--- src/rtl/stage_fetch.sv ---
// Fetch stage: sequential PC issue to a 1-cycle-latency ROM, F/D latch with a
// 1-entry stall skid buffer, and redirect handling. Optional STAGE_FETCH_PERF_EN adds redirect_count.
module stage_fetch (
   input  logic        clock,
   input  logic        reset,
   input  logic        stall,
   input  logic        j_took_branch,
   input  logic [31:0] pc_in,
   input  logic [31:0] q_imem,
   output logic [11:0] address_imem,
   output logic [31:0] insn_fd,
   output logic [31:0] pc_fd,
   output logic [4:0]  pc_upper_5,
   output logic        fd_valid,
   output logic        flush_dx
`ifdef STAGE_FETCH_PERF_EN
   ,
   output logic [15:0] redirect_count
`endif
);

   typedef enum logic [1:0] {BOOT, RUN, REFILL} state_t;

   state_t      state_q, state_d;
   logic [31:0] fetch_pc_q, fetch_pc_d;
   logic [31:0] issued_pc_q, issued_pc_d;
   logic        inflight_q, inflight_d;
   logic [31:0] insn_fd_q, insn_fd_d;
   logic [31:0] pc_fd_q, pc_fd_d;
   logic        fd_valid_q, fd_valid_d;
   logic        skid_valid_q, skid_valid_d;
   logic [31:0] skid_insn_q, skid_insn_d;
   logic [31:0] skid_pc_q, skid_pc_d;

   // inflight_q: q_imem this cycle is the word for issued_pc_q. A stall edge
   // re-reads the frozen fetch_pc, so that word is not tracked and gets re-fetched.
   always_comb begin
      state_d      = state_q;
      fetch_pc_d   = fetch_pc_q;
      issued_pc_d  = issued_pc_q;
      inflight_d   = inflight_q;
      insn_fd_d    = insn_fd_q;
      pc_fd_d      = pc_fd_q;
      fd_valid_d   = fd_valid_q;
      skid_valid_d = skid_valid_q;
      skid_insn_d  = skid_insn_q;
      skid_pc_d    = skid_pc_q;
      case (state_q)
         BOOT, REFILL: begin
            state_d     = RUN;
            fetch_pc_d  = fetch_pc_q + 32'd1;
            issued_pc_d = fetch_pc_q;
            inflight_d  = 1'b1;
         end
         RUN: begin
            if (stall) begin
               if (!skid_valid_q && inflight_q) begin
                  skid_valid_d = 1'b1;
                  skid_insn_d  = q_imem;
                  skid_pc_d    = issued_pc_q + 32'd1;
               end
               inflight_d = 1'b0;
            end else begin
               if (skid_valid_q) begin
                  insn_fd_d = skid_insn_q;
                  pc_fd_d   = skid_pc_q;
               end else begin
                  insn_fd_d = q_imem;
                  pc_fd_d   = issued_pc_q + 32'd1;
               end
               fd_valid_d   = skid_valid_q | inflight_q;
               skid_valid_d = 1'b0;
               fetch_pc_d   = fetch_pc_q + 32'd1;
               issued_pc_d  = fetch_pc_q;
               inflight_d   = 1'b1;
            end
         end
         default: state_d = BOOT;
      endcase
      // Redirect overrides everything above, including stall.
      if (j_took_branch && state_q != BOOT) begin
         state_d      = REFILL;
         fetch_pc_d   = pc_in;
         inflight_d   = 1'b0;
         insn_fd_d    = 32'd0;
         fd_valid_d   = 1'b0;
         skid_valid_d = 1'b0;
      end
   end

   always_ff @(posedge clock or negedge reset) begin
      if (!reset) begin
         state_q      <= BOOT;
         fetch_pc_q   <= 32'd0;
         issued_pc_q  <= 32'd0;
         inflight_q   <= 1'b0;
         insn_fd_q    <= 32'd0;
         pc_fd_q      <= 32'd0;
         fd_valid_q   <= 1'b0;
         skid_valid_q <= 1'b0;
         skid_insn_q  <= 32'd0;
         skid_pc_q    <= 32'd0;
      end else begin
         state_q      <= state_d;
         fetch_pc_q   <= fetch_pc_d;
         issued_pc_q  <= issued_pc_d;
         inflight_q   <= inflight_d;
         insn_fd_q    <= insn_fd_d;
         pc_fd_q      <= pc_fd_d;
         fd_valid_q   <= fd_valid_d;
         skid_valid_q <= skid_valid_d;
         skid_insn_q  <= skid_insn_d;
         skid_pc_q    <= skid_pc_d;
      end
   end

   assign address_imem = fetch_pc_q[11:0];
   assign insn_fd      = insn_fd_q;
   assign pc_fd        = pc_fd_q;
   assign pc_upper_5   = pc_fd_q[31:27];
   assign fd_valid     = fd_valid_q;
   assign flush_dx     = j_took_branch & reset;

`ifdef STAGE_FETCH_PERF_EN
   logic [15:0] redirect_count_q;

   always_ff @(posedge clock or negedge reset) begin
      if (!reset) begin
         redirect_count_q <= 16'd0;
      end else if (j_took_branch && redirect_count_q != 16'hFFFF) begin
         redirect_count_q <= redirect_count_q + 16'd1;
      end
   end

   assign redirect_count = redirect_count_q;
`endif

endmodule

--- config.mk ---
export PLATFORM = sky130hd
export DESIGN_NAME = stage_fetch
export DESIGN_NICKNAME = d
export VERILOG_FILES = /design/src/rtl/stage_fetch.sv
export SDC_FILE = /design/constraint.sdc
export NUM_CORES = 1
export LEC_CHECK = 0
export ABC_AREA = 1
export CAP_MARGIN = 20
export CORE_ASPECT_RATIO = 1.2
export CORE_MARGIN = 3
export CORE_UTILIZATION = 55
export DETAILED_ROUTE_END_ITERATION = 12
export HOLD_SLACK_MARGIN = 0.15
export PLACE_DENSITY = 0.81
export RECOVER_POWER = 50
export SLEW_MARGIN = 20
export SYNTH_ARGS = -nofsm -noshare
export SYNTH_HDL_FRONTEND = slang
export SYNTH_SLANG_ARGS = --single-unit
--- constraint.sdc ---
create_clock -name clock -period 1.7 [get_ports clock]
set_input_delay 0.34 -clock clock [delete_from_list [all_inputs] [get_ports clock]]
set_output_delay 0.34 -clock clock [all_outputs]
set_load 0.02 [all_outputs]
==> results of run 1 <==
[worst max-delay path by stage]
stage	slack, ps	end	from
6_report	50	address_imem[2]	fetch_pc_q[2]
5_1_grt	-60	skid_pc_q[20]	issued_pc_q[1]
4_1_cts	7	pc_fd[11]	issued_pc_q[2]
3_5_place_dp	-190	pc_fd[8]	stall
3_3_place_gp	-150	flush_dx	j_took_branch
2_1_floorplan	140	fetch_pc_q[30]	fetch_pc_q[0]
[kinds of logic after synthesis]
family | count (synthesis)
simple gates | 658
buf+inv | 267
compound gates | 266
flops | 197
xor+xnor | 11
fa+ha+maj | 2
[area by class of cell]
type / count / area [um^2]
fill: 1500 / 5370
sequential: 197 / 4936
multi-input combinational: 937 / 4372
timing repair buffer: 202 / 1988
inverter: 188 / 709.4
clock buffer: 18 / 429.2
tap: 224 / 280.3
clock inverter: 14 / 157.7
[metrics by stage]
stage,TNS [ps],utilization,std cells,power (mW)
floorplan,0,-,1401,12.63
global placement,-5213,0.6685,1740,15.63
detailed placement,-10430,0.6685,1740,15.89
CTS,0,0.6969,1773,19.37
global route,-376.0,0.7056,1780,20.99
finish,0,0.7056,1780,19.52
[state kept, by name, summed over array words and instances (netlist names)]
signal / count
fd_valid: 1
fetch_pc_q: 32
inflight_q: 1
insn_fd: 32
issued_pc_q: 32
pc_fd: 32
skid_insn_q: 32
skid_pc_q: 32
skid_valid_q: 1
state_q: 2
[where the power goes]
group	internal (mW)	switching (mW)	total, mW
clock	2.10	1.92	4.02
sequential	6.62	1.37	7.99
combinational	2.80	4.71	7.51
total	11.5	8.00	19.5
[layer usage]
layer	track usage	up-vias	share of wire
met5	0	-	0.00045
met3	0.04075	56	0.061
met1	0.3727	4497	0.43
met2	0.4096	359	0.47
met4	0.1073	2	0.035
li1	-	4715	-
[cells in the mapped netlist, types with 5 or more instances]
library cell / n / share of area
a211oi_1: 5 / 0.0037
a21oi_1: 43 / 0.021
a31oi_1: 12 / 0.0073
buf_2: 18 / 0.0088
buf_4: 23 / 0.017
clkbuf_1: 34 / 0.012
dfrtp_1: 197 / 0.48
inv_1: 183 / 0.067
nand2_1: 458 / 0.17
nand3_1: 64 / 0.031
nor2_1: 118 / 0.043
nor2_2: 7 / 0.0043
o2111ai_1: 32 / 0.027
o21ai_0: 156 / 0.076
o21ai_1: 7 / 0.0034
xor2_1: 9 / 0.0077
[worst max-delay path, cell delays in order, from the launching register on]
cell and delay (ps):
dfrtp_2 450, buf_4 150, clkdlybuf4s15_1 280
[timing repair]
action | CTS | global route
gates cloned | 0 | 1
gates resized for setup | 91 | 41
hold endpoints to repair | 68 | 0
endpoints found under the setup margin | 96 | 63
buffers inserted | 0 | 6
hold buffers | 1 | 0
pin swaps | 0 | 6
==> impl_metrics.env, run 1 <==
export IMPL_leakagePower_nw=6.320
export IMPL_cts_buffers=17
export IMPL_port_buffers=150
export IMPL_floorplan_initialDensity=0.5638
export IMPL_place_hpwl_mm=18.39
export IMPL_synth_edff_count=0
export IMPL_dpl_instance_area_um2=12190
export IMPL_worstPathRequired_ps=1360
export IMPL_wl_mm=26.42
export IMPL_fin_ws_ps=49.75
export IMPL_worst_setup_path_start_kind="flop"
export IMPL_grt_pass1_vias=9073
export IMPL_fp_dieW_um=130.8
export IMPL_drv_slew=0
export IMPL_postSynthCellCount=1401
export IMPL_relSlewSlack=0.6533
export IMPL_cp_end_kind="primary output"
export IMPL_antenna_found_initial=1
export IMPL_synth_mux_area_frac=0
export IMPL_synth_xor_area_frac=0.009367
export IMPL_drt_pass1_iterations=5
export IMPL_antenna_left=0
export IMPL_worstPathMaxFanout=5
export IMPL_timing_rr_start="issued_pc_q[0]"
export IMPL_synth_compound_area_share=0.1467
export IMPL_skew_ps=11.61
export IMPL_ys_seq_elements=197
export IMPL_finalCritPeriodShare=0.9707
export IMPL_insertedDiodeCount=0
export IMPL_synth_top_family_by_area="simple AND/OR/NAND/NOR gates"
export IMPL_layout_cells_most_common="nand2_1"
export IMPL_syn_area_um2=10280
export IMPL_core_area_um2=18240
export IMPL_drt_initial_drc_count=838
export IMPL_holdPathEnd="skid_insn_q[31]"
export IMPL_reg2reg_slack_ps=60
export IMPL_synth_area_per_cell_um2=7.341
export IMPL_power_density_nw_per_um2=1517
export IMPL_grt_pass1_wl_mm=43.39
export IMPL_min_from="q_imem[31]"
export IMPL_grt_usage=0.2641
export IMPL_worst_pin_slew_ps=520.1
export IMPL_fin_crit_ps=1650
export IMPL_status="completed"
export IMPL_hp_class="primary input to flop"
export IMPL_routabilityCongestion=0.9439
export IMPL_rsz0062_at_grt="yes"
export IMPL_area_growth_syn_to_layout_pct=25.16
export IMPL_grt_max_degree=96
export IMPL_whs_ps=470.9
export IMPL_setup_violations=0
export IMPL_final_hold_viol_count=0
export IMPL_clock_sinks=197
export IMPL_ys_seq_area_frac=0.4793
export IMPL_worstHoldPathCells=3
export IMPL_fmax_mhz=606.0
export IMPL_cts_buffer_depth=2
export IMPL_drc=0
export IMPL_fp_dieH_um=155.8
export IMPL_vdd_ir_drop_worst_uv=850.3
export IMPL_synth_simple_area_share=0.2541
export IMPL_maxCapViolCount=0
export IMPL_synth_adder_area_share=0.002433
export IMPL_cts_root_buf="clkbuf_16"
export IMPL_vias_per_cell=5.410
export IMPL_io_pins=151
export IMPL_synth_net_count=1471
export IMPL_worstReg2RegEnd="skid_pc_q[20]"
export IMPL_yosys_warnings=0
export IMPL_clk_insertion_delay_late_ps=440
export IMPL_drive_gt1_frac=0.08290
export IMPL_postSynth_asyncResetShare=1.000
export IMPL_grt_ovfl_total=0
export IMPL_routedWlPerCell_um=14.84
export IMPL_synthDistinctLibCells=34
export IMPL_crit_type="flop to primary output"
export IMPL_htreeDepth=4
export IMPL_synth_ff_type="dfrtp_1"
export IMPL_cp_arrival_ps=1310
export IMPL_fin_nets=1613
export IMPL_pre_cts_ws_ps=-194.6
export IMPL_path_clk_slew_ps=80
export IMPL_final_area_um2=12870
export IMPL_reg2reg_depth=9
export IMPL_die_area_um2=20380
export IMPL_cts_tree="built"
export IMPL_core_rowCount=54
export IMPL_mostFrequentLayoutCells="nand2_1, dfrtp_1, inv_1"
export IMPL_via_count=9629
Note: power is estimated with default switching activity, not from simulation.
==> run 2, diff against run 1 <==
- SLEW_MARGIN: 20 -> 10
==> results of run 2 <==
The final DEF is identical to that of run 1; final timing and power are the same.
==> run 3, diff against run 2 <==
- CORE_MARGIN: 3 -> 8
==> impl_metrics.env, run 3 (synthesis gave the netlist of run 1 again) <==
export IMPL_status="finished, violations left"
export IMPL_violations="setup timing"
export IMPL_area_growth_syn_to_layout_pct=25.94
export IMPL_hp_class="flop to flop"
export IMPL_vdd_ir_drop_worst_uv=884.3
export IMPL_fin_crit_ps=1757
export IMPL_use_met2=0.3702
export IMPL_io_pins=151
export IMPL_drv_slew=0
export IMPL_dpl_cell_count=1755
export IMPL_crit_type="flop to flop"
export IMPL_reg2reg_depth=8
export IMPL_antenna_left=0
export IMPL_cts_buffer_depth=2
export IMPL_grt_pass1_vias=9130
export IMPL_skew_ps=11.67
export IMPL_vias_per_cell=5.325
export IMPL_rsz0062_at_grt="yes"
export IMPL_clk_insertion_delay_late_ps=430
export IMPL_wl_mm=27.42
export IMPL_fin_nets=1628
export IMPL_htreeDepth=4
export IMPL_fin_ws_ps=-56.94
export IMPL_drive_gt1_frac=0.09102
export IMPL_floorplan_initialDensity=0.5535
export IMPL_path_clk_slew_ps=80
export IMPL_nFillCells=1547
export IMPL_core_rowCount=55
export IMPL_multiInputGateArea_um2=4379
export IMPL_setup_tns_ps=-56.94
export IMPL_insertedDiodeCount=0
export IMPL_final_hold_viol_count=0
export IMPL_leakagePower_nw=6.387
export IMPL_setup_violations=1
export IMPL_via_count=9580
export IMPL_maxCapViolCount=0
export IMPL_routedWlPerCell_um=15.24
export IMPL_regArea_um2=4932
export IMPL_grt_busiest_layer="met2"
export IMPL_cts_tree="built"
export IMPL_core_area_um2=18580
export IMPL_routabilityCongestion=0.9119
export IMPL_grtUsageMet1=0.3116
export IMPL_grt_usage=0.2307
export IMPL_die_area_um2=23350
export IMPL_dpl_instance_area_um2=12210
export IMPL_fmax_mhz=569.2
export IMPL_clock_sinks=197
export IMPL_drt_initial_drc_count=708
export IMPL_power_density_nw_per_um2=1521
export IMPL_port_buffers=150
export IMPL_utilization=0.6971
export IMPL_layout_cells_most_common="nand2_1"
export IMPL_power_mw=19.70
export IMPL_drt_pass1_iterations=5
export IMPL_cts_buffers=17
export IMPL_worstHoldPathCells=2
export IMPL_fp_dieH_um=165.8
export IMPL_stdcell_count=1799
export IMPL_grt_max_degree=143
export IMPL_final_area_um2=12950
export IMPL_cp_arrival_ps=2070
export IMPL_finalCritPeriodShare=1.033
export IMPL_worst_pin_slew_ps=792.7
export IMPL_grt_util_met3=0.03480
export IMPL_relSlewSlack=0.4715
export IMPL_grt_pass1_wl_mm=44.68
export IMPL_worst_setup_path_start_kind="flop"
export IMPL_fp_dieW_um=140.8
export IMPL_mostFrequentLayoutCells="nand2_1, dfrtp_1, inv_1"
export IMPL_cts_root_buf="clkbuf_16"
export IMPL_worstPathMaxFanout=6
export IMPL_place_hpwl_mm=19.17
export IMPL_drc=0
export IMPL_cp_end_kind="flop"
export IMPL_grt_ovfl_total=0
export IMPL_antenna_found_initial=0
export IMPL_worstPathRequired_ps=2010
-- run 3: changes by cell type in the layout (fill, tap and decap cells not counted), sizes merged --
cell	delta
clkinvlp	+1
dlygate4sd2	+1
buf	+15
inv	-1
clkdlybuf4s15	-1
-- run 3: what timing repair did --
item	4_1_cts	5_1_grt
endpoints found under the setup margin	100	63
cloned	0	1
pin swaps	0	15
buffers inserted	0	10
hold endpoints to repair	197	0
gates resized for setup	87	39
hold buffers	1	0
-- run 3: per-layer routing --
layer | up-vias | part of all wire
met3 | 43 | 0.049
li1 | 4743 | -
met5 | - | 0
met4 | 0 | 0.025
met1 | 4508 | 0.44
met2 | 286 | 0.48
-- run 3: worst paths after layout --
path	start	end	slack, ps
setup / recovery	issued_pc_q[1]	pc_fd[12]	-60
hold reg to reg	pc_fd[26]	pc_fd[26]	480
min in group asynchronous	reset	insn_fd[30]	660
setup reg to reg	issued_pc_q[1]	pc_fd[12]	-60
hold / removal	pc_fd[26]	pc_fd[26]	480
max in group asynchronous	reset	fetch_pc_q[9]	350
-- run 3: critical path, stage by stage (launching register included) --
cell	delay (ps)
dfrtp_1	410
ha_2	210
nand2_2	70
nor2_4	180
nand2_4	130
o21ai_0	360
nand2_1	120
nand2_1	100
a21oi_1	60
-- run 3: metrics by stage --
stage          setup slack [ps]  hold WS, ps
2_1_floorplan             144.7        44.41
3_3_place_gp             -156.4        461.2
3_5_place_dp             -189.7        466.4
4_1_cts                   6.715        472.9
5_1_grt                  -111.6        493.4
6_report                 -56.94        476.8
-- run 3: final cells by class --
type	count	share of cell area
clock buffers	18	0.03391
clock inverters	14	0.01352
inverters	188	0.05477
multi-input cells	937	0.3381
flip-flops and latches	197	0.3808
well taps	228	0.02202
repair buffers	217	0.1569
-- run 3: report_power, final --
part | internal (mW) | switching [mW] | total (mW)
sequential | 6.61 | 1.34 | 7.95
combinational | 2.82 | 4.78 | 7.61
clock | 2.17 | 1.98 | 4.14
total | 11.6 | 8.10 | 19.7
